$ cat config.mk
export PLATFORM = sky130hd
export DESIGN_NAME = tree_driver
export DESIGN_NICKNAME = d
export VERILOG_FILES = /design/src/rtl/tree_drv_pkg.sv /design/src/rtl/drv_watchdog.sv /design/src/rtl/tree_driver.sv
export SDC_FILE = /design/constraint.sdc
export NUM_CORES = 1
export LEC_CHECK = 0
export ABC_AREA = 0
export BUFFER_PORTS_ARGS = -buffer_cell sky130_fd_sc_hd__buf_2
export CORE_ASPECT_RATIO = 0.6
export CORE_MARGIN = 1
export CORE_UTILIZATION = 25
export CTS_BUF_LIST = sky130_fd_sc_hd__clkbuf_16
export CTS_CLUSTER_DIAMETER = 100
export CTS_CLUSTER_SIZE = 40
export DETAILED_ROUTE_END_ITERATION = 8
export PLACE_DENSITY_LB_ADDON = 0.08
export REMOVE_ABC_BUFFERS = 1
export SETUP_SLACK_MARGIN = 0.4
export SYNTH_ARGS = -nofsm -noshare
export SYNTH_HDL_FRONTEND = slang
export SYNTH_SLANG_ARGS = --single-unit
export TNS_END_PERCENT = 100
$ cat constraint.sdc
create_clock -name CLK -period 8 [get_ports CLK]
set_input_delay 1.6 -clock CLK [delete_from_list [all_inputs] [get_ports CLK]]
set_output_delay 1.6 -clock CLK [all_outputs]
set_load 0.02 [all_outputs]
$ cat src/rtl/tree_drv_pkg.sv
// tree_drv_pkg: shared types and constants for the tree root ST/RD initiator.
package tree_drv_pkg;
    localparam int DEF_WIDTH = 16;
    localparam int STATE_W   = 3;
    localparam int GCNT_W    = 4;

    typedef enum logic [STATE_W-1:0] {
        S_IDLE,
        S_START,
        S_GUARD,
        S_WAIT,
        S_HOLD
    } state_e;
endpackage

$ cat src/rtl/drv_watchdog.sv
// drv_watchdog: saturating cycle counter that flags a root which never reports done.
module drv_watchdog #(
    parameter int TIMEOUT_CYC = 1024
) (
    input  logic clk,
    input  logic rst,
    input  logic clr,
    input  logic en,
    output logic expired
);
    localparam int CW = TIMEOUT_CYC > 0 ? $clog2(TIMEOUT_CYC + 1) : 1;
    localparam logic [CW-1:0] LIM = CW'(TIMEOUT_CYC);

    logic [CW-1:0] cnt_q, cnt_d;

    always_comb begin
        cnt_d = clr ? '0 : (en && cnt_q != LIM) ? cnt_q + CW'(1) : cnt_q;
    end

    always_ff @(posedge clk or posedge rst) begin
        if (rst) cnt_q <= '0;
        else     cnt_q <= cnt_d;
    end

    // A zero limit disables the watchdog entirely.
    assign expired = TIMEOUT_CYC != 0 && cnt_q == LIM;
endmodule

$ cat src/rtl/tree_driver.sv
// tree_driver: accepts operand triples, runs one ST/RD job on a tree root,
// and returns the captured result (or a timeout error) on a valid/ready stream.
module tree_driver
    import tree_drv_pkg::*;
#(
    parameter int WIDTH       = DEF_WIDTH,
    parameter int GUARD       = 1,
    parameter int TIMEOUT_CYC = 1024
) (
    input  logic             CLK,
    input  logic             RST,
    input  logic             IN_VALID,
    output logic             IN_READY,
    input  logic [WIDTH-1:0] A0,
    input  logic [WIDTH-1:0] A1,
    input  logic [WIDTH-1:0] A2,
    output logic             ST,
    output logic [WIDTH-1:0] IN0,
    output logic [WIDTH-1:0] IN1,
    output logic [WIDTH-1:0] IN2,
    input  logic             RD,
    input  logic [WIDTH-1:0] RES,
    output logic             OUT_VALID,
    input  logic             OUT_READY,
    output logic [WIDTH-1:0] OUT_RES,
    output logic             OUT_ERR
);
    state_e            state_q, state_d;
    logic [GCNT_W-1:0] gcnt_q, gcnt_d;
    logic [WIDTH-1:0]  in0_q, in0_d, in1_q, in1_d, in2_q, in2_d;
    logic [WIDTH-1:0]  out_res_q, out_res_d;
    logic              st_q, st_d, out_valid_q, out_valid_d, out_err_q, out_err_d;
    logic              accept, sample, done, expired, wd_en;

    assign IN_READY = state_q == S_IDLE && !RST;
    assign accept   = IN_VALID && IN_READY;
    // The final guard edge already looks at RD, so RD is first sampled GUARD edges after the ST cycle.
    assign sample   = state_q == S_WAIT || (state_q == S_GUARD && gcnt_q == '0);
    assign done     = sample && (RD || expired);
    assign wd_en    = state_q inside {S_START, S_GUARD, S_WAIT};

    drv_watchdog #(.TIMEOUT_CYC(TIMEOUT_CYC)) u_wd (
        .clk     (CLK),
        .rst     (RST),
        .clr     (accept),
        .en      (wd_en),
        .expired (expired)
    );

    always_comb begin
        state_d = state_q;
        case (state_q)
            S_IDLE:  state_d = accept ? S_START : S_IDLE;
            S_START: state_d = S_GUARD;
            S_GUARD: state_d = done ? S_HOLD : (gcnt_q == '0 ? S_WAIT : S_GUARD);
            S_WAIT:  state_d = done ? S_HOLD : S_WAIT;
            S_HOLD:  state_d = OUT_READY ? S_IDLE : S_HOLD;
            default: state_d = S_IDLE;
        endcase
        gcnt_d      = state_q == S_START ? GCNT_W'(GUARD - 1) :
                      (state_q == S_GUARD && gcnt_q != '0) ? gcnt_q - GCNT_W'(1) : gcnt_q;
        st_d        = accept;
        in0_d       = accept ? A0 : in0_q;
        in1_d       = accept ? A1 : in1_q;
        in2_d       = accept ? A2 : in2_q;
        // RD beats a simultaneous timeout.
        out_res_d   = done ? (RD ? RES : '0) : out_res_q;
        out_err_d   = done ? !RD : out_err_q;
        out_valid_d = state_d == S_HOLD;
    end

    always_ff @(posedge CLK or posedge RST) begin
        if (RST) begin
            state_q     <= S_IDLE;
            gcnt_q      <= '0;
            st_q        <= 1'b0;
            in0_q       <= '0;
            in1_q       <= '0;
            in2_q       <= '0;
            out_valid_q <= 1'b0;
            out_res_q   <= '0;
            out_err_q   <= 1'b0;
        end else begin
            state_q     <= state_d;
            gcnt_q      <= gcnt_d;
            st_q        <= st_d;
            in0_q       <= in0_d;
            in1_q       <= in1_d;
            in2_q       <= in2_d;
            out_valid_q <= out_valid_d;
            out_res_q   <= out_res_d;
            out_err_q   <= out_err_d;
        end
    end

    assign ST        = st_q;
    assign IN0       = in0_q;
    assign IN1       = in1_q;
    assign IN2       = in2_q;
    assign OUT_VALID = out_valid_q;
    assign OUT_RES   = out_res_q;
    assign OUT_ERR   = out_err_q;
endmodule

==> out/qor.csv, run 1 <==
metric,value,unit
hold_ws,0.476,ns
status,completed,
placed_cell_area,0.00432,mm^2
ys_seq_elements,85,
multi_input_comb_area,0.00125,mm^2
cts_buffer_depth,2,
r2r_start,state_q[0]$_DFF_PP0_,
avgSynthCellArea,10.1,um^2
wl,8990,um
antenna_found_initial,0,
fin_cells,660,
synth_warnings,0,
critPathMaxFanout,2,
vias,2814,
design.core.area,0.0136,mm^2
fin_nets,553,
max-slew-margin-rel,0.313,
numClockSinks,85,
switchingPower,0.737,mW
dr.pass1.iters,4,
p_int,1.06,mW
cp-end-kind,output pin,
grt_max_degree,59,
wl_per_cell,13.6,um
worst_pin_slew,1.03,ns
fp.dieW,155,um
cts_buffers,9,
syn_area,0.00349,mm^2
clk_pin_slew,0.07,ns
die_y,93.6,um
hold_violations,0,
place_inst,644,
antenna_left,0,
seq_area,0.00213,mm^2
fin_skew,0.00625,ns
fp.dieArea,0.0145,mm^2
switching_share,0.411,
grt_pass1_wl,14700,um
grt.overflow.total,0,
setup.worst_path.start,RST,
hpwl,6080,um
layout_commonest_cell,nand2_1,
drv_slew,0,
pre_cts_slack,4.14,ns
post-route-period-util,0.480,
max_cap_violations,0,
layout.cells.most_common_list,"nand2_1 (155), buf_2 (136), dfrtp_1 (85), a22o_1 (16), nor2_1 (10)",
antennaDiodeCount,0,
power_frac_clock,0.223,
crit_arrival,2.24,ns
setup_slack,4.16,ns
fmax,260,MHz
fillers,1431,
netlist_instances,346,
total_power,1.79,mW
cts_tree,done,
drive_gt1_frac,0.344,
avgViaCountPerCell,4.26,
worstSetupPathType,in -> out,
row_count,33,
finalWeightedCongestion,0.731,
grt_pass1_vias,2774,
fin_util,0.338,
port_buffers,136,
track_usage,0.133,
start_util,0.256,
hp-class,reg -> reg,
leakagePower,2.54,nW
post_cts_buffers,0,
drc,0,
first_iter_violations,171,
root_buffer,clkbuf_16,
setup_tns,0,ns
startpoint_type,input pin,
area_growth,31.7,%
post_cts_resized,0,
h-tree-depth,3,
period_needed,3.84,ns
synth_cell_types,41,
ios,137,
yosysSeqAreaShare,0.609,
cts_hold_buf,0,
setup_viol,0,
p_per_area,390,mW/mm^2
rsz0062_at_grt,false,
stdcell_area,0.00460,mm^2
critPathRequiredTime,6.40,ns
comb_power_share,0.381,
vdd_drop_max,0.000132,V
clock_latency,0.34,ns
seqPwrFrac,0.396,
hp-start,IN0[10]$_DFFE_PP0N_,
==> cells in the mapped netlist (all sizes together) <==
master,instances,share of area
or3,1,0.0018
nand2,157,0.17
a31oi,1,0.0018
nand2b,1,0.0025
a21oi,3,0.0043
nor3b,1,0.0036
nand3,6,0.0086
o41ai,2,0.0050
and2,3,0.0061
mux2i,4,0.011
nand4,2,0.0036
a31o,1,0.0025
nor3,3,0.0057
nor2,10,0.011
a22o,16,0.040
o21ba,2,0.0075
and4bb,2,0.0072
or4,1,0.0021
o211ai,2,0.0043
inv,8,0.0086
and4,1,0.0025
nor4,2,0.0097
o31ai,3,0.0064
clkbuf,5,0.0054
and3,2,0.0036
xor2,3,0.0075
xnor2,4,0.010
o21bai,1,0.0021
dfrtp,85,0.61
buf,10,0.021
ha,4,0.014
==> power groups by stage <==
stage / Combinational [mW] / Sequential (mW) / Clock, mW
after detailed placement: 0.695 / 0.719 / 0
final: 0.684 / 0.711 / 0.400
after CTS: 0.697 / 0.713 / 0.419
after floorplan: 0.254 / 0.893 / 0
after global routing: 0.760 / 0.734 / 0.440
after global placement: 0.692 / 0.716 / 0
==> state kept, by name (all words and copies together), names as in the netlist <==
name        cells
ST              1
OUT_ERR         1
IN0            16
OUT_VALID       1
u_wd.cnt_q     11
state_q         3
IN2            16
OUT_RES        16
gcnt_q          4
IN1            16
==> worst paths after layout <==
kind	to	slack, ns	cells after the start
setup / recovery	IN_READY	4.16	3
hold / removal	IN0[10]$_DFFE_PP0N_	0.48	2
setup reg to reg	u_wd.cnt_q[10]$_DFFE_PP0P_	5.40	6
hold reg to reg	IN0[10]$_DFFE_PP0N_	0.48	2
max in group asynchronous	OUT_RES[5]$_DFFE_PP0P_	5.56	3
min in group asynchronous	gcnt_q[3]$_DFFE_PP0P_	1.33	2
==> worst max-delay path, stage by stage <==
cell and delay (ns):
buf_2 0.12, nor4_4 0.30, buf_2 0.21
==> cells by family (layout without fill, tap and decap cells) <==
kind of cell / count (synthesis) / in the layout / synth area share
muxes: 4 / 4 / 0.0115
DFF: 85 / 85 / 0.609
buffers and inverters: 23 / 162 / 0.0347
xor gates and xnor gates: 7 / 7 / 0.0175
and+or+nand+nor: 192 / 192 / 0.239
AOI/OAI and AO/OA: 31 / 31 / 0.0741
adders and majority gates: 4 / 4 / 0.0143
==> final cells by class <==
type / instances / area share
flip-flops and latches: 85 / 0.462
multi-input cells: 238 / 0.271
repair buffers: 138 / 0.151
clock buffers: 9 / 0.0489
well taps: 175 / 0.0476
clock inverters: 7 / 0.0125
inverters: 8 / 0.00680
==> metal layers <==
layer  up-vias  GRT usage  wire length, um
li1       1392          -                -
met1      1324      0.193             4690
met2        89      0.183             3650
met3         9     0.0445              562
met4         0     0.0421               93
met5         -          0                0
Power figures use the tool's default switching activity.
==> run 2: changes to the inputs <==
clock period = 3.65 ns   (was 8 ns; I/O delays follow)
==> run 2 against run 1 <==
  * Critical path depth unchanged
  * Non-clock buffer count increased by 1
  * Cell count increased by 0.15%
  * First-iteration DRC count decreased by 16%
  * Via count decreased by 0.25%
  * Sequential cell count unchanged
  * Sequential power increased by 120%
  * Wire length about the same
  * Utilization increased by 0.32 points
  * Power increased by 120%
  * Clock power increased by 140%
  * Critical path type unchanged
  * Critical endpoint unchanged
  * Largest cell class unchanged
==> out/qor.csv, run 2 (synthesis results as in run 1) <==
metric,value,unit,change
status,completed,,
rsz0062_at_grt,false,,
hpwl,6070,um,-0.22%
fmax,473,MHz,
post_cts_resized,0,,unchanged
root_buffer,clkbuf_16,,
vias,2807,,-0.25%
clk_pin_slew,0.07,ns,about the same
finalWeightedCongestion,0.751,,+2.7%
post-route-period-util,0.580,,
wl,8980,um,about the same
placed_cell_area,0.00434,mm^2,+0.46%
wl_per_cell,13.6,um,-0.18%
cts_buffers,9,,unchanged
antenna_left,0,,unchanged
grt_pass1_wl,14500,um,-1.4%
max-slew-margin-rel,0.377,,+0.0650
design.core.area,0.0136,mm^2,unchanged
period_needed,2.12,ns,
drv_slew,0,,unchanged
setup_tns,0,ns,unchanged
clock_latency,0.34,ns,about the same
slowest_delay,0.31,ns,about the same
drive_gt1_frac,0.348,,+0.00341
post_cts_buffers,0,,unchanged
layout.cells.most_common_list,"nand2_1 (155), buf_2 (136), dfrtp_1 (85), a22o_1 (16), nor2_1 (10)",,
first_iter_violations,144,,-16%
antenna_found_initial,0,,unchanged
critPathMaxFanout,2,,unchanged
startpoint_type,input pin,,
path_buf_inv,2,,unchanged
die_y,93.6,um,unchanged
grt_pass1_vias,2734,,-1.4%
port_buffers,136,,unchanged
setup_slack,1.53,ns,-2.63 ns
cpLargestDelayFamily,buffers and inverters,,
track_usage,0.133,,-0.000267
path_common_cell,buf_2,,
setup_viol,0,,unchanged
p_per_area,864,mW/mm^2,+120%
cp-end-kind,output pin,,
total_power,4.01,mW,+120%
critPathRequiredTime,2.92,ns,-3.48 ns
start_util,0.256,,unchanged
cts_tree,done,,
worstSetupPathType,in -> out,,
h-tree-depth,3,,unchanged
fp.dieW,155,um,unchanged
worst_pin_slew,0.934,ns,-0.0959 ns
critPathSlowestCell,nor4_4,,
grt_max_degree,53,,-10%
max_cap_violations,0,,unchanged
drc,0,,unchanged
stdcell_area,0.00465,mm^2,+0.95%
row_count,33,,unchanged
cts_buffer_depth,2,,unchanged
fin_skew,0.00791,ns,+0.00166 ns
seq_area,0.00213,mm^2,unchanged
ios,137,,unchanged
multi_input_comb_area,0.00125,mm^2,unchanged
fin_nets,554,,+0.18%
avgViaCountPerCell,4.25,,-0.40%
cts_hold_buf,0,,unchanged
hp-class,reg -> reg,,
layout_commonest_cell,nand2_1,,
area_growth,32.9,%,
grt.overflow.total,0,,unchanged
leakagePower,2.56,nW,+1.0%
pre_cts_slack,1.18,ns,-2.96 ns
antennaDiodeCount,0,,unchanged
fp.dieArea,0.0145,mm^2,unchanged
dr.pass1.iters,4,,unchanged
crit_arrival,1.39,ns,-0.85 ns
crit_chain,"buf_2, nor4_4, buf_2",,
fillers,1445,,+0.98%
vdd_drop_max,0.000237,V,+80%
hold_violations,0,,unchanged
numClockSinks,85,,unchanged
## run 2: cell count changes in the layout (fill, tap and decap cells not counted)
cell	before	now
buf_12	0	1
bufinv_16	0	1
clkinv_1	1	0
clkinv_2	1	2
clkinvlp_4	1	0
## run 2: per-layer routing
metal	wire (um)	up-vias	global-route usage
met5	0	-	0
met4	93	0	0.0495
met3	521	6	0.0482
met2	3510	83	0.180
met1	4860	1323	0.189
li1	-	1395	-
## run 2: worst register-to-register path, delay by kind of cell, from the launching register on
family	cells	cell delay, ns
simple gates	4	0.54
flops	1	0.50
buf+inv	2	0.91
## run 2: final timing paths
kind	start	end	slack, ns	cells past startpoint
max	RST	IN_READY	1.53	3
min	IN0[15]$_DFFE_PP0N_	IN0[15]$_DFFE_PP0N_	0.47	2
max reg2reg	state_q[0]$_DFF_PP0_	IN0[0]$_DFFE_PP0N_	1.64	6
min reg2reg	IN0[15]$_DFFE_PP0N_	IN0[15]$_DFFE_PP0N_	0.47	2
max in group asynchronous	RST	OUT_RES[11]$_DFFE_PP0P_	2.36	3
min in group asynchronous	RST	gcnt_q[3]$_DFFE_PP0P_	0.57	2
## run 2: power by group
group / leakage [nW] / internal (mW) / total, mW / switching [mW]
Combinational: 1.32 / 0.538 / 1.51 / 0.976
Sequential: 1.09 / 1.31 / 1.55 / 0.237
Clock: 0.152 / 0.541 / 0.951 / 0.409
## run 2: cell type report
cell class | instances | share of cell area
repair buffers | 139 | 0.154
clock inverters | 7 | 0.0175
flip-flops and latches | 85 | 0.458
inverters | 8 | 0.00673
clock buffers | 9 | 0.0485
multi-input cells | 238 | 0.268
well taps | 175 | 0.0471
## run 2: metrics by stage
stage | std cells | hold slack, ns | utilization
after global placement | 645 | 0.451 | 0.318
after floorplan | 331 | 0.460 | -
final | 661 | 0.467 | 0.341
after global routing | 661 | 0.491 | 0.341
after CTS | 661 | 0.474 | 0.341
after detailed placement | 645 | 0.457 | 0.318
==> run 3: changes to the inputs <==
clock period = 2.1 ns   (was 3.65 ns; I/O delays follow)
==> run 3 against run 2 <==
  * Non-clock buffer count increased by 6
  * Via count is 1.2% higher
  * First-iteration DRC count fell by 1.4%
  * Global-route usage is 0.28 points higher
  * Largest cell class unchanged
==> out/qor.csv, run 3 (synthesis results as in run 1) <==
metric,value,unit,change
dr.pass1.iters,4,,unchanged
hp-class,in -> async,,
placed_cell_area,0.00437,mm^2,+0.63%
hold_violations,0,,unchanged
worst_pin_slew,0.510,ns,-0.424 ns
grt.overflow.total,0,,unchanged
p_per_area,1520,mW/mm^2,+76%
port_buffers,136,,unchanged
antenna_found_initial,0,,unchanged
cts_buffer_depth,2,,unchanged
drv_slew,0,,unchanged
grt_pass1_wl,14800,um,+2.7%
rsz0062_at_grt,true,,
fp.dieArea,0.0145,mm^2,unchanged
hold_ws,0.175,ns,-0.293 ns
worstSetupPathType,reg -> out,,
antennaDiodeCount,0,,unchanged
finalWeightedCongestion,0.713,,-5.1%
drc,0,,unchanged
critPathRequiredTime,1.68,ns,-1.24 ns
area_growth,37.3,%,
setup_viol,0,,unchanged
cts_buffers,9,,unchanged
antenna_left,0,,unchanged
root_buffer,clkbuf_16,,
crit_arrival,1.25,ns,-0.14 ns
grt_pass1_vias,2777,,+1.6%
stdcell_area,0.00480,mm^2,+3.3%
ios,137,,unchanged
row_count,33,,unchanged
wl,9380,um,+4.4%
fin_skew,0.0105,ns,+0.00263 ns
vias,2840,,+1.2%
layout_commonest_cell,nand2_1,,
max-slew-margin-rel,0.660,,+0.283
layout.cells.most_common_list,"nand2_1 (155), buf_2 (135), dfrtp_1 (81), a22o_1 (16), nor2_1 (10)",,
h-tree-depth,3,,unchanged
startpoint_type,flop,,
track_usage,0.135,,+0.00284
status,completed,,
slowest_delay,0.43,ns,+0.12 ns
fp.dieW,155,um,unchanged
start_util,0.256,,unchanged
leakagePower,2.62,nW,+2.1%
period_needed,1.67,ns,
critPathSlowestCell,dfrtp_2,,
cp-end-kind,output pin,,
fmax,597,MHz,
numClockSinks,85,,unchanged
max_cap_violations,0,,unchanged
hpwl,6220,um,+2.6%
critPathMaxFanout,2,,unchanged
grt_max_degree,86,,+62%
vdd_drop_max,0.000572,V,+140%
setup_tns,0,ns,unchanged
clock_latency,0.33,ns,about the same
total_power,7.29,mW,+82%
fin_nets,562,,+1.4%
cts_tree,done,,
cts_hold_buf,0,,unchanged
drive_gt1_frac,0.369,,+0.0214
design.core.area,0.0136,mm^2,unchanged
crit_chain,"nor4_4, buf_4",,
die_y,93.6,um,unchanged
wl_per_cell,14.0,um,+3.3%
avgViaCountPerCell,4.25,,+0.12%
first_iter_violations,142,,-1.4%
post-route-period-util,0.797,,
clk_pin_slew,0.06,ns,about the same
-- run 3: routing by layer --
| layer | track usage | up-vias | part of all wire |
|---|---|---|---|
| met2 | 0.188 | 90 | 0.39 |
| met4 | 0.0470 | 0 | 0.010 |
| li1 | - | 1414 | - |
| met1 | 0.196 | 1329 | 0.54 |
| met3 | 0.0408 | 7 | 0.061 |
| met5 | 0 | - | 0 |
-- run 3: layout make-up --
cell class / count / area (um^2)
clock buffer: 9 / 225
clock inverter: 6 / 111
fill: 1432 / 8830
inverter: 8 / 31.3
multi-input combinational: 240 / 1300
sequential: 85 / 2130
tap: 175 / 219
timing repair buffer: 145 / 779
-- run 3: through the flow --
stage | setup slack [ns] | util | cells
2_1_floorplan | -0.513 | - | 331
3_3_place_gp | 0.443 | 0.320 | 647
3_5_place_dp | 0.390 | 0.320 | 647
4_1_cts | 0.403 | 0.346 | 663
5_1_grt | 0.355 | 0.352 | 668
6_report | 0.426 | 0.352 | 668
-- run 3: power breakdown --
part | switching (mW) | leakage, nW | internal (mW) | total (mW)
sequential | 0.388 | 1.08 | 2.29 | 2.68
clock | 0.652 | 0.164 | 1.16 | 1.81
combinational | 1.78 | 1.37 | 1.02 | 2.80
-- run 3: worst paths after layout --
path	start	endpoint	slack, ns	depth (start not counted)
worst max-delay path	state_q[0]$_DFF_PP0_	IN_READY	0.43	2
worst max register to register	gcnt_q[0]$_DFFE_PP0P_	OUT_RES[5]$_DFFE_PP0P_	0.49	6
worst min-delay path	RST	gcnt_q[2]$_DFFE_PP0P_	0.17	3
worst min register to register	IN1[2]$_DFFE_PP0N_	IN1[2]$_DFFE_PP0N_	0.47	2
min in group CLK	OUT_READY	state_q[2]$_DFF_PP0_	0.27	2
max in group asynchronous	RST	u_wd.cnt_q[1]$_DFFE_PP0P_	1.49	3
-- run 3: critical path: cells and delay by family (launching register included) --
kind                   cells  cell delay (ns)
buffers and inverters      1             0.19
flip-flops                 1             0.43
AND/OR/NAND/NOR            1             0.30
-- run 3: timing repair --
action                                  in CTS  in global routing
resized for setup                            3                 12
buffers inserted                             1                  3
endpoints found under the setup margin       1                 24
cloned                                       0                  2
pin swaps                                    1                  6
